[config.mk]
export PLATFORM = sky130hd
export DESIGN_NAME = mult_char_stim_check
export DESIGN_NICKNAME = d
export VERILOG_FILES = /design/src/rtl/mult_char_pkg.sv /design/src/rtl/mult_char_lfsr.sv /design/src/rtl/mult_char_stim_check.sv
export SDC_FILE = /design/constraint.sdc
export NUM_CORES = 1
export LEC_CHECK = 0
export ABC_AREA = 0
export CORE_MARGIN = 2
export CORE_UTILIZATION = 45
export DETAILED_ROUTE_END_ITERATION = 10
export HOLD_SLACK_MARGIN = 0.02
export PLACE_DENSITY = 0.7
export SYNTH_ARGS = -nofsm -noshare
export SYNTH_HDL_FRONTEND = slang
export SYNTH_SLANG_ARGS = --single-unit
[constraint.sdc]
create_clock -name clk -period 9.3 [get_ports clk]
set_clock_uncertainty 0.05 [all_clocks]
set_input_delay 2.79 -clock clk [delete_from_list [all_inputs] [get_ports clk]]
set_output_delay 2.79 -clock clk [all_outputs]
set_load 0.005 [all_outputs]
[src/rtl/mult_char_pkg.sv]
`default_nettype none
// +----------------------------------------------------------------------------+
// | Module      : mult_char_pkg                                                |
// | Description : Shared widths, LFSR taps, FSM states and delay-line slot     |
// |               type for the multiplier characterization stimulus/checker.   |
// | Revision    : 1.0  initial release                                         |
// +----------------------------------------------------------------------------+
package mult_char_pkg;

  localparam int A_W   = 20;  // operand A width
  localparam int B_W   = 18;  // operand B width
  localparam int Z_W   = 38;  // full product width (A_W + B_W)
  localparam int IDX_W = 16;  // vector index / counter width

  // Second tap of each Fibonacci LFSR (the first tap is always the MSB)
  localparam int A_TAP = 17;
  localparam int B_TAP = 11;

  typedef enum logic [1:0] {
    ST_IDLE  = 2'd0,
    ST_RUN   = 2'd1,
    ST_DRAIN = 2'd2,
    ST_DONE  = 2'd3
  } state_e;

  // One entry of the expected-product delay line
  typedef struct packed {
    logic             v;
    logic [IDX_W-1:0] idx;
    logic [Z_W-1:0]   z;
  } slot_t;

endpackage
`default_nettype wire

[src/rtl/mult_char_lfsr.sv]
`default_nettype none
// +----------------------------------------------------------------------------+
// | Module      : mult_char_lfsr                                               |
// | Description : Fibonacci LFSR, taps WIDTH and TAP, shifting toward the MSB  |
// |               with the feedback bit entering at bit 0.                     |
// | Ports       : clk     - clock                                              |
// |               reset   - asynchronous active-low reset (reloads the seed)   |
// |               load_i  - reload the seed (wins over step_i)                 |
// |               step_i  - advance one state                                  |
// |               state_o - current LFSR state                                 |
// | Revision    : 1.0  initial release                                         |
// +----------------------------------------------------------------------------+
module mult_char_lfsr #(
  parameter int               WIDTH = 20,
  parameter int               TAP   = 17,
  parameter logic [WIDTH-1:0] SEED  = {{(WIDTH-1){1'b0}}, 1'b1}
) (
  input  logic             clk,
  input  logic             reset,
  input  logic             load_i,
  input  logic             step_i,
  output logic [WIDTH-1:0] state_o
);

  // An all-zero state would lock the LFSR up, so a zero seed becomes 1
  localparam logic [WIDTH-1:0] SEED_EFF = (SEED == '0) ? {{(WIDTH-1){1'b0}}, 1'b1} : SEED;

  logic [WIDTH-1:0] state_q;
  logic [WIDTH-1:0] state_d;
  logic             w_fb;

  assign w_fb = state_q[WIDTH-1] ^ state_q[TAP-1];

  always_comb begin
    state_d = state_q;
    if (load_i) begin
      state_d = SEED_EFF;
    end else if (step_i) begin
      state_d = {state_q[WIDTH-2:0], w_fb};
    end
  end

  always_ff @(posedge clk or negedge reset) begin
    if (!reset) begin
      state_q <= SEED_EFF;
    end else begin
      state_q <= state_d;
    end
  end

  assign state_o = state_q;

endmodule
`default_nettype wire

[src/rtl/mult_char_stim_check.sv]
`default_nettype none
// +----------------------------------------------------------------------------+
// | Module      : mult_char_stim_check                                         |
// | Description : Drives pseudo-random operands into a multiplier under test,  |
// |               predicts each product through a latency-matched delay line,  |
// |               compares the returned product and reports pass/fail.         |
// | Ports       : clk            - clock                                       |
// |               reset          - asynchronous active-low reset               |
// |               start          - run request (honoured in IDLE/DONE only)    |
// |               a_out, b_out   - operands to the multiplier under test       |
// |               z_in           - product from the multiplier under test      |
// |               busy, done     - run in progress / run complete              |
// |               pass           - done with no mismatches                     |
// |               error_count    - saturating mismatch count                   |
// |               first_fail_idx - index of first mismatch (FFFF if none)      |
// |               first_fail_z   - z_in captured at the first mismatch         |
// | Revision    : 1.0  initial release                                         |
// +----------------------------------------------------------------------------+
module mult_char_stim_check
  import mult_char_pkg::*;
#(
  parameter int             LATENCY     = 2,
  parameter int             NUM_VECTORS = 1024,
  parameter logic [A_W-1:0] SEED_A      = 20'h00001,
  parameter logic [B_W-1:0] SEED_B      = 18'h00001
) (
  input  logic             clk,
  input  logic             reset,
  input  logic             start,
  output logic [A_W-1:0]   a_out,
  output logic [B_W-1:0]   b_out,
  input  logic [Z_W-1:0]   z_in,
  output logic             busy,
  output logic             done,
  output logic             pass,
  output logic [IDX_W-1:0] error_count,
  output logic [IDX_W-1:0] first_fail_idx,
  output logic [Z_W-1:0]   first_fail_z
);

  localparam logic [IDX_W-1:0] LAST_IDX   = IDX_W'(NUM_VECTORS - 1);
  localparam logic [3:0]       DRAIN_LAST = 4'(LATENCY);
  localparam logic [IDX_W-1:0] NO_FAIL    = '1;
  localparam logic [IDX_W-1:0] ERR_MAX    = '1;

  state_e           state_q;
  logic [A_W-1:0]   a_q;
  logic [B_W-1:0]   b_q;
  logic [IDX_W-1:0] idx_q;        // index of the next vector to issue
  logic             issue_v_q;    // a_q/b_q were loaded with a new vector last edge
  logic [IDX_W-1:0] issue_idx_q;
  logic [3:0]       drain_q;
  slot_t            pipe_q [LATENCY];
  logic [IDX_W-1:0] err_q;
  logic [IDX_W-1:0] ffi_q;
  logic [Z_W-1:0]   ffz_q;
  logic             busy_q;
  logic             done_q;

  logic             w_run_start;
  logic             w_issue;
  logic [A_W-1:0]   w_lfsr_a;
  logic [B_W-1:0]   w_lfsr_b;
  logic [Z_W-1:0]   w_prod;
  logic             w_miss;

  assign w_run_start = start && ((state_q == ST_IDLE) || (state_q == ST_DONE));
  assign w_issue     = (state_q == ST_RUN);

  mult_char_lfsr #(
    .WIDTH (A_W),
    .TAP   (A_TAP),
    .SEED  (SEED_A)
  ) u_lfsr_a (
    .clk     (clk),
    .reset   (reset),
    .load_i  (w_run_start),
    .step_i  (w_issue),
    .state_o (w_lfsr_a)
  );

  mult_char_lfsr #(
    .WIDTH (B_W),
    .TAP   (B_TAP),
    .SEED  (SEED_B)
  ) u_lfsr_b (
    .clk     (clk),
    .reset   (reset),
    .load_i  (w_run_start),
    .step_i  (w_issue),
    .state_o (w_lfsr_b)
  );

  // Golden product of the operands currently on a_out/b_out. It enters the
  // delay line one edge after issue, so the slot reaches the tail on the same
  // edge the multiplier's LATENCY-th register presents the matching z_in.
  assign w_prod = Z_W'(a_q) * Z_W'(b_q);

  assign w_miss = pipe_q[LATENCY-1].v && (z_in != pipe_q[LATENCY-1].z);

  always_ff @(posedge clk or negedge reset) begin
    if (!reset) begin
      state_q     <= ST_IDLE;
      a_q         <= '0;
      b_q         <= '0;
      idx_q       <= '0;
      issue_v_q   <= 1'b0;
      issue_idx_q <= '0;
      drain_q     <= '0;
      for (int i = 0; i < LATENCY; i++) begin
        pipe_q[i] <= '0;
      end
      err_q       <= '0;
      ffi_q       <= NO_FAIL;
      ffz_q       <= '0;
      busy_q      <= 1'b0;
      done_q      <= 1'b0;
    end else begin
      pipe_q[0] <= '{v: issue_v_q, idx: issue_idx_q, z: w_prod};
      for (int i = 1; i < LATENCY; i++) begin
        pipe_q[i] <= pipe_q[i-1];
      end
      issue_v_q <= 1'b0;

      if (w_miss) begin
        if (err_q != ERR_MAX) begin
          err_q <= err_q + 16'd1;
        end
        if (ffi_q == NO_FAIL) begin
          ffi_q <= pipe_q[LATENCY-1].idx;
          ffz_q <= z_in;
        end
      end

      case (state_q)
        ST_IDLE, ST_DONE: begin
          if (start) begin
            // Later assignments override the compare/shift updates above so
            // a fresh run always starts from a clean slate.
            state_q <= ST_RUN;
            idx_q   <= '0;
            err_q   <= '0;
            ffi_q   <= NO_FAIL;
            ffz_q   <= '0;
            busy_q  <= 1'b1;
            done_q  <= 1'b0;
            for (int i = 0; i < LATENCY; i++) begin
              pipe_q[i].v <= 1'b0;
            end
          end
        end
        ST_RUN: begin
          a_q         <= w_lfsr_a;
          b_q         <= w_lfsr_b;
          issue_v_q   <= 1'b1;
          issue_idx_q <= idx_q;
          idx_q       <= idx_q + 16'd1;
          if (idx_q == LAST_IDX) begin
            state_q <= ST_DRAIN;
            drain_q <= '0;
          end
        end
        ST_DRAIN: begin
          // Exit on the edge that compares the last vector
          if (drain_q == DRAIN_LAST) begin
            state_q <= ST_DONE;
            busy_q  <= 1'b0;
            done_q  <= 1'b1;
          end else begin
            drain_q <= drain_q + 4'd1;
          end
        end
        default: begin
          state_q <= ST_IDLE;
        end
      endcase
    end
  end

  assign a_out          = a_q;
  assign b_out          = b_q;
  assign busy           = busy_q;
  assign done           = done_q;
  assign pass           = done_q && (err_q == '0);
  assign error_count    = err_q;
  assign first_fail_idx = ffi_q;
  assign first_fail_z   = ffz_q;

endmodule
`default_nettype wire

==> impl_metrics.yaml <==
outcome:
  status: "completed"
route:
  remaining_drc_errors: 0
  wl_per_cell_um: 20.0
  vias: 16000
  first_pass_iters: 6
  drtIter0Drc: 1278
  drtAntennaViolNets: 0
  routed_wl_mm: 60.8
  viasPerCell: 5.27
critical_path:
  required_ps: 9670
  worst-path-max-fanout: 17
  crit_type: "flop to flop"
  critPathCaptureType: "flop"
  start_kind: "flop"
  worst_ep_arrival_time_ps: 7760
power_and_ir_drop:
  p_int_mw: 2.82
  ir_drop_mv: 0.156
  p_per_area_nw_per_um2: 166
  pwr-share-clk_pct: 33.7
  p_sw_share_pct: 33.3
  p_sw_mw: 1.41
  leakage_nw: 12.9
  pwr-share-comb_pct: 25.3
  seqPwrFrac_pct: 41.0
clock_network:
  cts_buffers: 34
  clock_path_buffers: 3
  hold_buffers: 0
  root_buffer: "clkbuf_16"
  clock_latency_ps: 570
  cts_resized: 0
  cts_tree: "done"
  post_cts_buffers: 0
  clkTransAtPathRegs_ps: 70
  cts.sinks: 297
  ctsHtreeMaxLevel: 2
finish:
  final_common_cell: "inv_1"
  final_nets: 2795
  final_area_sq_um: 25500
  fillers: 4405
  drive_above_1_share_pct: 4.60
  syn_to_final_growth_pct: 14.6
  final_cell_mix: "inv_1, nand2_1, fa_1, dfrtp_1, nor2_1"
die:
  ios: 152
  die-area_sq_um: 51100
  die_h_um: 226
  core_sq_um: 48800
  start_util_pct: 45.5
  dieWidth_um: 226
  num_rows: 81
synth:
  yosys_warnings: 0
  yosysSeqAreaShare_pct: 33.6
  synth_edf_count: 0
  syn_area_sq_um: 22200
  ys.flop_type: "dfrtp_1"
  yosys-top-cells-area: "dfrtp_1, fa_1, ha_1"
  ys_seq_elements: 297
  async_reset_ff_share_pct: 100
  synth_cell_types: 63
  synth_cells: 2248
  synth_top_area_share_pct: 31.4
  syn_area_per_cell_sq_um: 9.88
  syn_nets: 2697
  synth_top_area_cell: "dfrtp_1"
sta:
  clock.fmax_mhz: 135
  slew_viol_final: 0
  rsz0062_at_grt: "no"
  fin_crit_ps: 7390
  worst_pin_slew_ps: 1100
  finalSetupViolCount: 0
  finalHoldViolations: 0
  finalCritPeriodShare_pct: 79.5
  setup_tns_ps: 0
  slew_headroom_pct: 26.7
global_routing:
  grt_pass1_vias: 16600
  antenna_found_initial: 4
  grt_max_degree: 181
  grt_first_pass_wirelength_mm: 95.4
  grtUsageTotal_pct: 24.7
  gr-total-overflow: 0
placed_design:
  place_hpwl_mm: 46.1
  placed_cell_area_sq_um: 24300
  portBuffers: 151
  routabilityCongestion: 0.989
job:
  maxCapViolations: 0
min_path:
  hp-class: "flop to flop"
through the flow:
| stage | util, % | power, mW | std cells | setup WS [ps] | hold slack [ps] |
|---|---|---|---|---|---|
| after floorplan | - | 2.25 | 2248 | 3050 | 281 |
| after global placement | 49.7 | 2.80 | 2974 | 2190 | 282 |
| after detailed placement | 49.7 | 2.82 | 2974 | 2090 | 285 |
| after CTS | 52.1 | 4.26 | 3035 | 1990 | 294 |
| after global routing | 52.1 | 4.45 | 3035 | 1650 | 299 |
| final | 52.1 | 4.22 | 3036 | 1910 | 293 |
synth_stat cells, types with 6 or more instances:
cell / n
inv_1: 372
nand2_1: 338
fa_1: 288
dfrtp_1: 279
nor2_1: 227
ha_1: 120
clkbuf_1: 84
a21oi_1: 74
xor2_1: 60
o21ai_0: 53
mux2i_1: 41
xnor2_1: 35
o21ai_1: 28
and2_1: 27
nand3_1: 21
dfstp_2: 18
mux2_2: 18
nand4_1: 18
nor4_1: 13
a31oi_1: 11
nor3_1: 11
a21o_1: 10
nor2b_1: 10
nand2b_1: 8
and3_1: 7
o211ai_1: 7
buf_1: 6
power groups by stage:
stage	registers, mW	logic, mW	clock network, mW
after floorplan	1.64	0.605	0
after global placement	1.74	1.05	0
after detailed placement	1.75	1.07	0
after CTS	1.73	1.08	1.46
after global routing	1.75	1.18	1.51
final	1.73	1.07	1.42
critical path, stage by stage, from the launching register on:
cell,delay (ps)
dfrtp_1,560
clkinv_1,710
nor2_1,370
fa_1,440
inv_1,90
fa_1,430
fa_1,520
inv_1,60
fa_1,560
fa_1,440
fa_1,480
ha_1,410
a21o_1,260
a211oi_2,220
nor2_1,80
or4_4,490
a311oi_2,300
o31ai_1,230
a21o_1,250
a311o_1,310
worst paths after layout:
path	from	to	slack, ps	cells after the start
worst min register to register	pipe_q[58]$_DFF_PN0_	pipe_q[3]$_DFF_PN0_	290	0
worst min-delay path	pipe_q[58]$_DFF_PN0_	pipe_q[3]$_DFF_PN0_	290	0
min in group asynchronous	reset	error_count[5]$_DFF_PN0_	2190	1
max in group asynchronous	reset	u_lfsr_a.state_o[10]$_DFFE_PN0P_	5530	2
worst max-delay path	b_out[6]$_DFFE_PN0P_	pipe_q[89]$_DFF_PN0_	1910	19
worst max register to register	b_out[6]$_DFFE_PN0P_	pipe_q[89]$_DFF_PN0_	1910	19
sequential cells by signal, indices dropped and copies added (netlist names):
| name | flops |
|---|---|
| first_fail_z | 38 |
| issue_idx_q | 16 |
| a_out | 20 |
| b_out | 18 |
| u_lfsr_b.state_o | 18 |
| done | 1 |
| state_q | 2 |
| u_lfsr_a.state_o | 20 |
| pipe_q | 110 |
| drain_q | 4 |
| issue_v_q | 1 |
| busy | 1 |
| idx_q | 16 |
| first_fail_idx | 16 |
| error_count | 16 |
metal layers:
metal	vias up	part of all wire [%]	track usage [%]
met4	4	3.7	9.40
met1	8158	42	33.8
met5	-	0.038	0
li1	7115	-	-
met2	587	47	39.0
met3	121	7.4	5.10
layout make-up:
type | instances | area [sq um] | share of cell area [%]
Multi-Input combinational cell | 1478 | 13000 | 51.0
Sequential cell | 297 | 7450 | 29.3
Timing Repair Buffer | 157 | 1570 | 6.18
Inverter | 378 | 1420 | 5.57
Clock buffer | 46 | 936 | 3.68
Tap cell | 664 | 831 | 3.26
Clock inverter | 15 | 255 | 1.00
Antenna cell | 1 | 2.50 | 0.00983
cell families (layout without fill, tap and decap cells):
| logic type | count (synthesis) | count (layout) | share of synthesized area, % |
|---|---|---|---|
| AO/OA/AOI/OAI | 220 | 220 | 5.97 |
| buffers and inverters | 473 | 596 | 8.06 |
| adder cells (fa/ha/maj) | 408 | 408 | 32.7 |
| multiplexers | 59 | 59 | 2.76 |
| flip-flops | 297 | 297 | 33.6 |
| AND/OR/NAND/NOR | 696 | 696 | 13.2 |
| XOR/XNOR | 95 | 95 | 3.75 |
| other | 0 | 1 | 0 |
No activity file was read; power rests on OpenSTA's default activity.
